--- config.mk ---
export PLATFORM = sky130hd
export DESIGN_NAME = uart_tx_ctrl
export DESIGN_NICKNAME = d
export VERILOG_FILES = /design/src/rtl/uart_tx_pkg.sv /design/src/rtl/uart_tx_bit_timer.sv /design/src/rtl/uart_tx_ctrl.sv
export SDC_FILE = /design/constraint.sdc
export NUM_CORES = 1
export LEC_CHECK = 0
export BUFFER_PORTS_ARGS = -buffer_cell sky130_fd_sc_hd__buf_2
export CAP_MARGIN = 5
export CORE_MARGIN = 4
export CORE_UTILIZATION = 51
export DETAILED_ROUTE_END_ITERATION = 6
export PLACE_DENSITY = 0.86
export SYNTH_ARGS = -nofsm -noshare
export SYNTH_HDL_FRONTEND = slang
export SYNTH_SLANG_ARGS = --single-unit
--- constraint.sdc ---
create_clock -name CLK -period 2 [get_ports CLK]
set_input_delay 0 -clock CLK [delete_from_list [all_inputs] [get_ports CLK]]
set_output_delay 0 -clock CLK [all_outputs]
set_load 0.05 [all_outputs]
--- src/rtl/uart_tx_pkg.sv ---
// Shared definitions for the UART transmitter: FSM encoding, frame bit levels, prescale floor.
// The PARITY state exists only when UART_TX_PARITY_EN is defined.
package uart_tx_pkg;

`ifdef UART_TX_PARITY_EN
  typedef enum logic [2:0] {
    IDLE   = 3'd0,
    START  = 3'd1,
    DATA   = 3'd2,
    PARITY = 3'd3,
    STOP   = 3'd4
  } tx_state_e;
`else
  typedef enum logic [2:0] {
    IDLE  = 3'd0,
    START = 3'd1,
    DATA  = 3'd2,
    STOP  = 3'd4
  } tx_state_e;
`endif

  localparam logic       START_BIT    = 1'b0;
  localparam logic       STOP_BIT     = 1'b1;
  localparam logic [5:0] MIN_PRESCALE = 6'd4;

  // Prescale values below the floor are too short to be a usable bit time.
  function automatic logic [5:0] eff_prescale(input logic [5:0] ps);
    return (ps < MIN_PRESCALE) ? MIN_PRESCALE : ps;
  endfunction

endpackage

--- src/rtl/uart_tx_bit_timer.sv ---
// Edge counter (cycles within a bit) and bit counter (data bits sent) for uart_tx_ctrl.
module uart_tx_bit_timer
  import uart_tx_pkg::*;
#(
  parameter int IN_DATA_WIDTH = 8
) (
  input  logic                               clk_i,
  input  logic                               rst_i,
  input  logic                               run_i,
  input  logic                               bit_cnt_en_i,
  input  logic [5:0]                         presc_i,
  output logic [5:0]                         edge_cnt,
  output logic [$clog2(IN_DATA_WIDTH):0]     bit_cnt,
  output logic                               bit_done
);

  localparam int BW = $clog2(IN_DATA_WIDTH) + 1;

  logic [5:0]    edge_cnt_q;
  logic [BW-1:0] bit_cnt_q;

  assign bit_done = run_i && (edge_cnt_q == (presc_i - 6'd1));

  always_ff @(posedge clk_i) begin
    if (rst_i || !run_i || bit_done) begin
      edge_cnt_q <= '0;
    end else begin
      edge_cnt_q <= edge_cnt_q + 6'd1;
    end
  end

  // Only data bits are counted; the count is held at zero in every other state.
  always_ff @(posedge clk_i) begin
    if (rst_i || !bit_cnt_en_i) begin
      bit_cnt_q <= '0;
    end else if (bit_done) begin
      bit_cnt_q <= bit_cnt_q + 1'b1;
    end
  end

  assign edge_cnt = edge_cnt_q;
  assign bit_cnt  = bit_cnt_q;

endmodule

--- src/rtl/uart_tx_ctrl.sv ---
// UART frame transmitter: start, data LSB first, optional parity, stop; registered TX_OUT.
// Parity generation is built only when UART_TX_PARITY_EN is defined.
module uart_tx_ctrl
  import uart_tx_pkg::*;
#(
  parameter int IN_DATA_WIDTH = 8
) (
  input  logic                     CLK,
  input  logic                     RST,
  input  logic [IN_DATA_WIDTH-1:0] P_DATA,
  input  logic                     DATA_VALID,
  input  logic                     PAR_EN,
  input  logic                     PAR_TYP,
  input  logic [5:0]               prescale,
  output logic                     TX_OUT,
  output logic                     busy
);

  localparam int            BW       = $clog2(IN_DATA_WIDTH) + 1;
  localparam logic [BW-1:0] LAST_BIT = BW'(IN_DATA_WIDTH - 1);

  tx_state_e                state_q, state_d;
  logic                     tx_q, tx_d;
  logic                     busy_q, busy_d;
  logic [IN_DATA_WIDTH-1:0] sh_q, sh_d;
  logic [5:0]               presc_q, presc_d;

  logic [5:0]    edge_cnt;
  logic [BW-1:0] bit_cnt;
  logic          bit_done;

  uart_tx_bit_timer #(
    .IN_DATA_WIDTH(IN_DATA_WIDTH)
  ) u_timer (
    .clk_i       (CLK),
    .rst_i       (RST),
    .run_i       (state_q != IDLE),
    .bit_cnt_en_i(state_q == DATA),
    .presc_i     (presc_q),
    .edge_cnt    (edge_cnt),
    .bit_cnt     (bit_cnt),
    .bit_done    (bit_done)
  );

  logic unused_edge;
  assign unused_edge = ^edge_cnt;

`ifdef UART_TX_PARITY_EN
  logic par_en_q, par_en_d;
  logic par_bit_q, par_bit_d;
`else
  logic unused_par;
  assign unused_par = PAR_EN ^ PAR_TYP;
`endif

  always_comb begin
    state_d = state_q;
    tx_d    = tx_q;
    busy_d  = busy_q;
    sh_d    = sh_q;
    presc_d = presc_q;
`ifdef UART_TX_PARITY_EN
    par_en_d  = par_en_q;
    par_bit_d = par_bit_q;
`endif
    case (state_q)
      IDLE: begin
        tx_d   = STOP_BIT;
        busy_d = 1'b0;
        if (DATA_VALID) begin
          state_d = START;
          tx_d    = START_BIT;
          busy_d  = 1'b1;
          sh_d    = P_DATA;
          presc_d = eff_prescale(prescale);
`ifdef UART_TX_PARITY_EN
          par_en_d  = PAR_EN;
          par_bit_d = (^P_DATA) ^ PAR_TYP;
`endif
        end
      end
      START: begin
        if (bit_done) begin
          state_d = DATA;
          tx_d    = sh_q[0];
          sh_d    = sh_q >> 1;
        end
      end
      DATA: begin
        if (bit_done) begin
          if (bit_cnt == LAST_BIT) begin
            state_d = STOP;
            tx_d    = STOP_BIT;
`ifdef UART_TX_PARITY_EN
            if (par_en_q) begin
              state_d = PARITY;
              tx_d    = par_bit_q;
            end
`endif
          end else begin
            tx_d = sh_q[0];
            sh_d = sh_q >> 1;
          end
        end
      end
`ifdef UART_TX_PARITY_EN
      PARITY: begin
        if (bit_done) begin
          state_d = STOP;
          tx_d    = STOP_BIT;
        end
      end
`endif
      STOP: begin
        if (bit_done) begin
          state_d = IDLE;
          tx_d    = STOP_BIT;
          busy_d  = 1'b0;
        end
      end
      default: begin
        state_d = IDLE;
        tx_d    = STOP_BIT;
        busy_d  = 1'b0;
      end
    endcase
  end

  always_ff @(posedge CLK) begin
    if (RST) begin
      state_q <= IDLE;
      tx_q    <= STOP_BIT;
      busy_q  <= 1'b0;
      sh_q    <= '0;
      presc_q <= '0;
    end else begin
      state_q <= state_d;
      tx_q    <= tx_d;
      busy_q  <= busy_d;
      sh_q    <= sh_d;
      presc_q <= presc_d;
    end
  end

`ifdef UART_TX_PARITY_EN
  always_ff @(posedge CLK) begin
    if (RST) begin
      par_en_q  <= 1'b0;
      par_bit_q <= 1'b0;
    end else begin
      par_en_q  <= par_en_d;
      par_bit_q <= par_bit_d;
    end
  end
`endif

  assign TX_OUT = tx_q;
  assign busy   = busy_q;

endmodule

==> results.json, run 1 <==
{
  "status": "finished, violations left",
  "violations": "negative setup slack",
  "wl_per_cell_um": 17.4,
  "fin_crit_ns": 2.14,
  "grtUsageTotal_pct": 20.9,
  "viasPerCell": 6.25,
  "intPower_mw": 1.04,
  "slowest_stage": "a311o_2",
  "num_rows": 19,
  "slew_headroom_pct": 54.8,
  "ys_seq_elements": 29,
  "h-tree-depth": 2,
  "die_h_um": 63.1,
  "grt_pass1_vias": 1444,
  "clk_path_buf_depth": 2,
  "switching_share_pct": 27.8,
  "synth-main-ff-cell": "dfxtp_1",
  "drv_cap": 0,
  "tritoncts": "built",
  "p_comb_share_pct": 21.4,
  "crit_required_ns": 2.24,
  "synth_area_um2": 1550,
  "clkSlewWorstSetupHoldPaths_ns": 0.09,
  "min_path_type": "in -> reg",
  "clock-sinks": 29,
  "vias": 1469,
  "diodes": 0,
  "ios": 21,
  "path_class": "reg -> reg",
  "power_mw": 1.44,
  "switchingPower_mw": 0.401,
  "arrival_ns": 2.38,
  "dieArea_um2": 3980,
  "numCtsBuffers": 5,
  "fin_crit_sh_pct": 107,
  "area_growth_pct": 32.4,
  "setup_viol": 9,
  "power.static_leakage_nw": 0.788,
  "grt_max_degree": 29,
  "syn_inst": 164,
  "initial_utilization_pct": 54.7,
  "power.density_nw_per_um2": 705,
  "drt_iter0_drc": 105,
  "die_w_um": 63.1,
  "dpl.hpwl_um": 2590,
  "fin_cells": 235,
  "drc": 0,
  "synthesis.nets": 186,
  "worstMarginPinSlew_ns": 0.678,
  "antenna_found_initial": 0,
  "globalplace.congestion": 0.790,
  "overflow": 0,
  "drt_wl_total_um": 4100,
  "synthDistinctLibCells": 47,
  "dp.cells": 215,
  "fin_nets": 225,
  "ys_warn_count": 0,
  "tns_ns": -1.06,
  "rsz0062_at_grt": "true",
  "fmax_ghz": 0.468,
  "finalHoldViolations": 0,
  "ys_seq_area_share_pct": 37.5,
  "max_stage_delay_ns": 0.47,
  "synth_area_per_cell_um2": 9.44,
  "drive_above_1_share_pct": 34.8,
  "critPathTopFamily": "compound AO/OA/AOI/OAI gates",
  "crit_path_end_kind": "flop",
  "drt_first_pass_iters": 4,
  "start_kind": "flop",
  "core_um2": 2830,
  "p_clk_share_pct": 34.8,
  "crit_buf_inv": 1,
  "port_buffers": 18,
  "worst-path-max-fanout": 8,
  "ant_nets": 0,
  "skew_ns": 0.0105,
  "fin_util_pct": 72.4,
  "pre_cts_ws_ns": -0.211,
  "postSynth.asyncResetShare_pct": 0,
  "worstSkewPairLatency_ns": 0.34,
  "max-vdd-ir-drop_v": 0.000549,
  "cts_root_buf": "clkbuf_4",
  "synth_edf_count": 0,
  "path_cells": "inv_2, ha_4, o21ba_1, a221o_1, a311o_2, a21o_4, a31o_1",
  "finalMaxSlewViolations": 0,
  "fin_ws_ns": -0.139,
  "p_seq_share_pct": 43.8,
  "grt_pass1_wl_um": 6600
}
-- timing repair --
item | in CTS | in global routing
pin swaps | 3 | 3
endpoints found under the hold margin | 6 | 0
cloned | 0 | 1
hold buffers | 6 | 0
resized for setup | 18 | 18
endpoints found under the setup margin | 11 | 24
setup buffers | 4 | 1
-- registers in the layout, indices dropped and copies added (netlist names) --
| register | flops |
|---|---|
| state_q | 3 |
| presc_q | 6 |
| u_timer.edge_cnt | 6 |
| sh_q | 8 |
| TX_OUT | 1 |
| u_timer.bit_cnt | 4 |
| busy | 1 |
-- worst min-delay path: stages --
cell       delay, ns
buf_2           0.09
o21bai_1        0.17
a2111oi_1       0.06
-- synth_stat cells (2+ instances only) --
cell type,number,area share (%)
dfxtp_1,29,38
mux2i_1,11,7.1
a21oi_1,10,3.2
nor2_1,9,2.2
a2111oi_0,8,4.5
nand3_1,8,2.6
a31o_1,7,4.0
xnor2_1,6,3.4
nor3_1,5,1.6
nor4_1,5,2.0
xor2_1,5,2.8
inv_1,4,0.97
nand2_1,4,0.97
buf_6,3,2.2
ha_1,3,2.4
nand2b_1,3,1.2
nand4_1,3,1.2
nor2b_1,3,1.2
o21ai_0,3,0.97
a31o_2,2,1.1
buf_2,2,0.65
clkbuf_1,2,0.49
nor3_2,2,1.3
o211ai_1,2,0.97
or3_2,2,0.97
or4_1,2,0.97
-- cell families (layout without fill, tap and decap cells) --
group | count (synthesis) | after routing | share of synthesized area, %
compound gates | 44 | 44 | 21.3
xor+xnor | 11 | 11 | 6.22
fa+ha+maj | 3 | 3 | 2.43
buf+inv | 13 | 53 | 5.66
flops | 29 | 29 | 37.5
mux | 11 | 11 | 7.11
simple gates | 53 | 53 | 19.7
-- power by group through the flow --
stage / registers, mW / logic (mW) / clock network, mW
finish: 0.633 / 0.309 / 0.503
global route: 0.636 / 0.334 / 0.537
CTS: 0.631 / 0.271 / 0.510
detailed placement: 0.644 / 0.229 / 0
global placement: 0.642 / 0.218 / 0
floorplan: 0.652 / 0.160 / 0
-- through the flow --
step	hold slack, ns	instance area, um2
6_report	0.0425	2050
5_1_grt	0.0700	2050
4_1_cts	0.0418	1940
3_5_place_dp	0.258	1700
3_3_place_gp	0.252	1700
2_1_floorplan	0.144	1560
-- layer usage --
layer / vias to the layer above / GRT usage [%] / wire length (um)
met3: 15 / 4.97 / 185
met5: - / 0 / 0
met1: 696 / 25.4 / 1700
li1: 710 / - / -
met2: 48 / 34.0 / 2080
met4: 0 / 11.3 / 127
-- path summary, 6_finish.rpt --
check / start / slack [ns] / depth (start not counted) / to
setup / recovery: presc_q[0]$_SDFFE_PP0P_ / -0.14 / 7 / sh_q[3]$_SDFFE_PP0P_
hold / removal: DATA_VALID / 0.04 / 3 / state_q[0]$_SDFFE_PP0P_
setup reg to reg: presc_q[0]$_SDFFE_PP0P_ / -0.14 / 7 / sh_q[3]$_SDFFE_PP0P_
hold reg to reg: sh_q[1]$_SDFFE_PP0P_ / 0.50 / 1 / sh_q[1]$_SDFFE_PP0P_
-- placed cells by master (no fill, tap or decap), types with 6 or more instances in the layout --
cell | Yosys | layout
dfxtp_1 | 29 | 27
buf_2 | 2 | 18
nor2_1 | 9 | 8
clkbuf_4 | 0 | 6
dlygate4sd3_1 | 0 | 6
nand3_1 | 8 | 8
a31o_1 | 7 | 7
buf_4 | 1 | 14
mux2i_1 | 11 | 11
xnor2_1 | 6 | 6
a21oi_1 | 10 | 8
-- layout make-up --
cell class | count | area, um2
clock buffer | 7 | 55.1
clock inverter | 1 | 30.0
fill | 184 | 779
inverter | 4 | 15.0
multi-input combinational | 122 | 1040
sequential | 29 | 583
tap | 31 | 38.8
timing repair buffer | 41 | 288
Note: power is estimated with default switching activity, not from simulation.
==> inputs of run 2 (changes only) <==
--- a/config.mk
+++ b/config.mk
@@ -7,6 +7,7 @@
 export LEC_CHECK = 0
 export BUFFER_PORTS_ARGS = -buffer_cell sky130_fd_sc_hd__buf_2
 export CAP_MARGIN = 5
+export CORE_ASPECT_RATIO = 1.25
 export CORE_MARGIN = 4
 export CORE_UTILIZATION = 51
 export DETAILED_ROUTE_END_ITERATION = 6
==> run 2 against run 1 <==
The run still ends with negative setup slack left. Global-route usage increased by 0.12 points. Die area grew 0.13%. Setup slack better by 0.068 ns. Clock power fell by 19%. Combinational power is 2% higher. Worst hold slack barely moved. Critical path depth unchanged. Non-clock buffer count up 4. Power shrank 6.3%.
==> results.json, run 2 (same netlist as run 1, synthesis figures left out) <==
{
  "fin_area_um2": 2040,
  "cts_root_buf": "clkbuf_4",
  "min_path_cells": 3,
  "drt_iter0_drc": 46,
  "grt_max_degree": 29,
  "viasPerCell": 6.16,
  "h-tree-depth": 2,
  "start_kind": "flop",
  "crit_start": "presc_q[1]$_SDFFE_PP0P_",
  "p_comb_share_pct": 23.3,
  "die_w_um": 57.3,
  "min_to": "state_q[0]$_SDFFE_PP0P_",
  "rsz0062_at_grt": "true",
  "max_stage_delay_ns": 0.43,
  "fin_crit_sh_pct": 104,
  "wl_per_cell_um": 16.6,
  "fin_util_pct": 70.0,
  "dpl-instance-area_um2": 1730,
  "antenna_found_initial": 0,
  "grtUsageTotal_pct": 21.0,
  "slew_headroom_pct": 61.3,
  "path_cells": "inv_2, ha_4, o21ba_1, a221o_1, a311o_2, a21o_4, a31o_1",
  "fillCellCount": 230,
  "worst-path-max-fanout": 8,
  "largest_reg_flops": 8,
  "intPower_mw": 0.962,
  "reg2reg_depth": 7,
  "p_seq_share_pct": 46.6,
  "overflow": 0,
  "min_path_type": "in -> reg",
  "grt_pass1_wl_um": 6610,
  "p_clk_share_pct": 30.1,
  "max-vdd-ir-drop_v": 0.000465,
  "drc": 0,
  "area_growth_pct": 32.0,
  "dieArea_um2": 3990,
  "core_um2": 2920,
  "r2r_end": "sh_q[5]$_SDFFE_PP0P_",
  "worstSkewPairLatency_ns": 0.33,
  "clock-sinks": 29,
  "layout_common_cells": "27 x dfxtp_1, 19 x buf_2, 18 x buf_4, 11 x mux2i_1",
  "multiInputGateArea_um2": 1010,
  "globalplace.congestion": 0.824,
  "vias": 1504,
  "clkSlewWorstSetupHoldPaths_ns": 0.09,
  "min_from": "DATA_VALID",
  "initial_utilization_pct": 53.0,
  "crit_required_ns": 2.23,
  "finalMaxSlewViolations": 0,
  "top_register": "sh_q",
  "drt_first_pass_iters": 4,
  "finalHoldViolations": 0,
  "port_buffers": 18,
  "crit_buf_inv": 1,
  "path_class": "reg -> reg",
  "num_rows": 22,
  "tritoncts": "built",
  "numCtsBuffers": 5,
  "switching_share_pct": 29.0,
  "setup_viol": 9,
  "dpl.hpwl_um": 2730,
  "skew_ns": 0.00783,
  "reg2reg_from": "presc_q[1]$_SDFFE_PP0P_",
  "power.static_leakage_nw": 0.808,
  "fmax_ghz": 0.483,
  "worstMarginPinSlew_ns": 0.581,
  "final_common_cell": "dfxtp_1",
  "status": "finished, violations left",
  "violations": "negative setup slack",
  "grt_pass1_vias": 1571,
  "die_h_um": 69.6,
  "slowest_stage": "a311o_2",
  "power.density_nw_per_um2": 663,
  "arrival_ns": 2.30,
  "pre_cts_ws_ns": -0.193,
  "power_mw": 1.35,
  "drt_wl_total_um": 4050,
  "fin_nets": 229,
  "crit_path_end_kind": "flop",
  "fin_ws_ns": -0.0703,
  "switchingPower_mw": 0.392,
  "drive_above_1_share_pct": 36.5,
  "diodes": 0,
  "reg2reg_slack_ns": -0.07,
  "critPathTopFamily": "compound AO/OA/AOI/OAI gates",
  "tns_ns": -0.480,
  "ios": 21,
  "ant_nets": 0,
  "seqCellArea_um2": 583,
  "fin_crit_ns": 2.07,
  "clk_path_buf_depth": 2,
  "drv_cap": 0
}
## run 2: changes by cell type in the layout (fill, tap and decap cells not counted), moves of 3 or more
cell / delta
nor3_4: +3
a2111oi_2: +4
buf_4: +4
nor3_2: -3
a2111oi_4: -4
## run 2: repair_timing
action | CTS | global route
gates resized for setup | 15 | 19
endpoints found under the hold margin | 6 | 0
pin swaps | 4 | 5
hold buffers | 6 | 0
endpoints found under the setup margin | 12 | 19
buffers inserted | 4 | 2
cloned | 1 | 0
## run 2: how the worst max path moves through the flow
stage                                 endpoint  cells after the start
final                     sh_q[5]$_SDFFE_PP0P_                      7
after global routing      sh_q[4]$_SDFFE_PP0P_                      6
after CTS                 sh_q[4]$_SDFFE_PP0P_                      7
after detailed placement  sh_q[2]$_SDFFE_PP0P_                      7
after global placement    sh_q[6]$_SDFFE_PP0P_                      7
after floorplan           sh_q[0]$_SDFFE_PP0P_                      7
## run 2: metrics by stage
| step | hold WS (ns) | instances |
|---|---|---|
| 2_1_floorplan | 0.144 | 164 |
| 3_3_place_gp | 0.246 | 223 |
| 3_5_place_dp | 0.270 | 223 |
| 4_1_cts | 0.0329 | 242 |
| 5_1_grt | 0.0787 | 244 |
| 6_report | 0.0428 | 244 |
## run 2: area by class of cell
| cell class | instances | share of cell area [%] |
|---|---|---|
| clock inverters | 1 | 0.245 |
| repair buffers | 45 | 15.7 |
| flip-flops and latches | 29 | 28.5 |
| clock buffers | 7 | 3.18 |
| inverters | 4 | 0.735 |
| multi-input cells | 122 | 49.4 |
| well taps | 36 | 2.20 |
## run 2: worst register-to-register path, stage by stage (launching register included)
cell and delay [ns]:
dfxtp_2 0.35, inv_2 0.05, ha_4 0.16, o21ba_1 0.17, a221o_1 0.34, a311o_2 0.43, a21o_4 0.25, a31o_1 0.22
## run 2: layer usage
layer	routed length, um	vias up	GRT usage [%]	share of wire [%]
met2	2070	54	36.2	51
met5	0	-	0	0
li1	-	715	-	-
met3	179	14	6.15	4.4
met4	170	0	13.7	4.2
met1	1630	721	21.5	40
## run 2: power groups by stage
stage          logic, mW  registers, mW  clock network, mW
2_1_floorplan      0.160          0.652                  0
3_3_place_gp       0.225          0.639                  0
3_5_place_dp       0.235          0.642                  0
4_1_cts            0.282          0.629              0.422
5_1_grt            0.340          0.635              0.446
6_report           0.315          0.631              0.408
==> inputs of run 3 (changes only) <==
--- a/config.mk
+++ b/config.mk
@@ -12,6 +12,7 @@
 export CORE_UTILIZATION = 51
 export DETAILED_ROUTE_END_ITERATION = 6
 export PLACE_DENSITY = 0.86
+export REMOVE_ABC_BUFFERS = 1
 export SYNTH_ARGS = -nofsm -noshare
 export SYNTH_HDL_FRONTEND = slang
 export SYNTH_SLANG_ARGS = --single-unit
==> run 3 against run 2 <==
The flow still finishes with violations (negative setup slack). First-iteration DRC count is 87% higher. Register-to-register slack worse by 0.13 ns. Routed wire length is 22% higher. Via count is 8.0% higher. Maximum frequency is 6.0% lower. Critical path depth stayed put. Worst hold slack worse by 0.015 ns. Count of clock-buffer cells in the layout is 1 lower. Clock power is 28% higher. Global-route usage is 1.2 points higher. Sequential share of layout area is 0.62 points lower. Critical path type unchanged. Critical endpoint is now sh_q[0]$_SDFFE_PP0P_. Largest cell class unchanged. Largest power group unchanged. Highest routed layer unchanged.
==> results.json, run 3 (same netlist as run 1, synthesis figures left out) <==
{
  "status": "finished, violations left",
  "violations": "negative setup slack",
  "power.density_nw_per_um2": 711,
  "area_growth_pct": 34.9,
  "largest_reg_flops": 8,
  "clock-sinks": 29,
  "diodes": 0,
  "grt_pass1_wl_um": 7010,
  "num_rows": 22,
  "fin_crit_sh_pct": 110,
  "numCtsBuffers": 5,
  "antenna_found_initial": 0,
  "max-vdd-ir-drop_v": 0.000653,
  "drt_first_pass_iters": 4,
  "fin_ws_ns": -0.203,
  "port_buffers": 18,
  "wl_per_cell_um": 20.3,
  "worstSkewPairLatency_ns": 0.34,
  "slowest_stage": "a311o_2",
  "power.static_leakage_nw": 0.803,
  "start_kind": "flop",
  "seqCellArea_um2": 583,
  "clk_path_buf_depth": 2,
  "holdWs_ns": 0.0281,
  "skew_ns": 0.00549,
  "core_um2": 2920,
  "slew_headroom_pct": 55.1,
  "fin_crit_ns": 2.20,
  "vias": 1624,
  "viasPerCell": 6.68,
  "clkSlewWorstSetupHoldPaths_ns": 0.10,
  "tritoncts": "built",
  "die_h_um": 69.6,
  "cts_root_buf": "clkbuf_4",
  "worst-path-max-fanout": 8,
  "die_w_um": 57.3,
  "ant_nets": 0,
  "grtUsageTotal_pct": 22.2,
  "ios": 21,
  "dpl.hpwl_um": 2570,
  "critPathTopFamily": "compound AO/OA/AOI/OAI gates",
  "layout_common_cells": "27 x dfxtp_1, 19 x buf_2, 15 x buf_4, 11 x mux2i_1",
  "globalplace.congestion": 0.868,
  "reg2reg_slack_ns": -0.20,
  "drt_wl_total_um": 4940,
  "setup_viol": 12,
  "crit_path_end_kind": "flop",
  "crit_buf_inv": 1,
  "min_path_type": "in -> reg",
  "grt_pass1_vias": 1543,
  "overflow": 0,
  "path_cells": "inv_2, ha_4, o21ba_1, a221o_1, a311o_2, a2111oi_2, a31o_1",
  "drt_iter0_drc": 86,
  "max_stage_delay_ns": 0.46,
  "initial_utilization_pct": 53.0,
  "top_register": "sh_q",
  "drive_above_1_share_pct": 35.7,
  "drc": 0,
  "arrival_ns": 2.49,
  "crit_required_ns": 2.29,
  "finalMaxSlewViolations": 0,
  "h-tree-depth": 2,
  "fillCellCount": 203,
  "tns_ns": -1.12,
  "grt_max_degree": 29,
  "multiInputGateArea_um2": 1040,
  "worstMarginPinSlew_ns": 0.673,
  "finalHoldViolations": 0,
  "fin_nets": 228,
  "fmax_ghz": 0.454,
  "drv_cap": 0,
  "path_class": "reg -> reg",
  "dieArea_um2": 3990,
  "pre_cts_ws_ns": -0.303,
  "rsz0062_at_grt": "true",
  "final_common_cell": "dfxtp_1"
}
[run 3: path summary, 6_finish.rpt]
kind,from,to,cells after the start
setup / recovery,presc_q[0]$_SDFFE_PP0P_,sh_q[0]$_SDFFE_PP0P_,7
hold / removal,DATA_VALID,state_q[0]$_SDFFE_PP0P_,3
setup reg to reg,presc_q[0]$_SDFFE_PP0P_,sh_q[0]$_SDFFE_PP0P_,7
hold reg to reg,sh_q[2]$_SDFFE_PP0P_,sh_q[2]$_SDFFE_PP0P_,1
[run 3: cell type report]
type                       count  share of cell area (%)
multi-input combinational    122                    50.0
inverter                       4                   0.719
tap                           36                    2.16
timing repair buffer          44                    15.0
sequential                    29                    27.9
clock inverter                 2                    1.80
clock buffer                   6                    2.46
[run 3: report_power, final]
group / leakage [nW] / switching [mW] / internal [mW]
Clock: 0.0445 / 0.224 / 0.297
Sequential: 0.238 / 0.0245 / 0.607
Combinational: 0.521 / 0.187 / 0.144
[run 3: routing by layer]
| metal | vias to the layer above | wire length (um) | share of wire [%] | track usage (%) |
|---|---|---|---|---|
| met5 | - | 0 | 0 | 0 |
| li1 | 713 | - | - | - |
| met3 | 37 | 418 | 8.5 | 4.47 |
| met2 | 118 | 2430 | 49 | 37.0 |
| met1 | 756 | 1830 | 37 | 25.1 |
| met4 | 0 | 261 | 5.3 | 14.4 |
[run 3: timing repair]
item | CTS | global route
hold buffers | 6 | 0
resized for setup | 26 | 14
buffers inserted | 0 | 5
gates cloned | 0 | 1
pin swaps | 10 | 6
endpoints found under the setup margin | 17 | 18
endpoints found under the hold margin | 6 | 0
[run 3: stage by stage]
step                instances  utilization (%)  total power, mW  instance area (um2)
floorplan                 155                -            0.789                 1480
global placement          223             58.8            0.861                 1720
detailed placement        223             58.8            0.872                 1720
CTS                       237             67.5             1.42                 1970
global route              243             71.6             1.53                 2090
finish                    243             71.6             1.48                 2090
[run 3: worst register-to-register path, delay by kind of cell (launching register included)]
| kind | cells | cell delay [ns] |
|---|---|---|
| AOI/OAI and AO/OA | 5 | 1.61 |
| buffers and inverters | 1 | 0.04 |
| DFF | 1 | 0.35 |
| adders and majority gates | 1 | 0.17 |
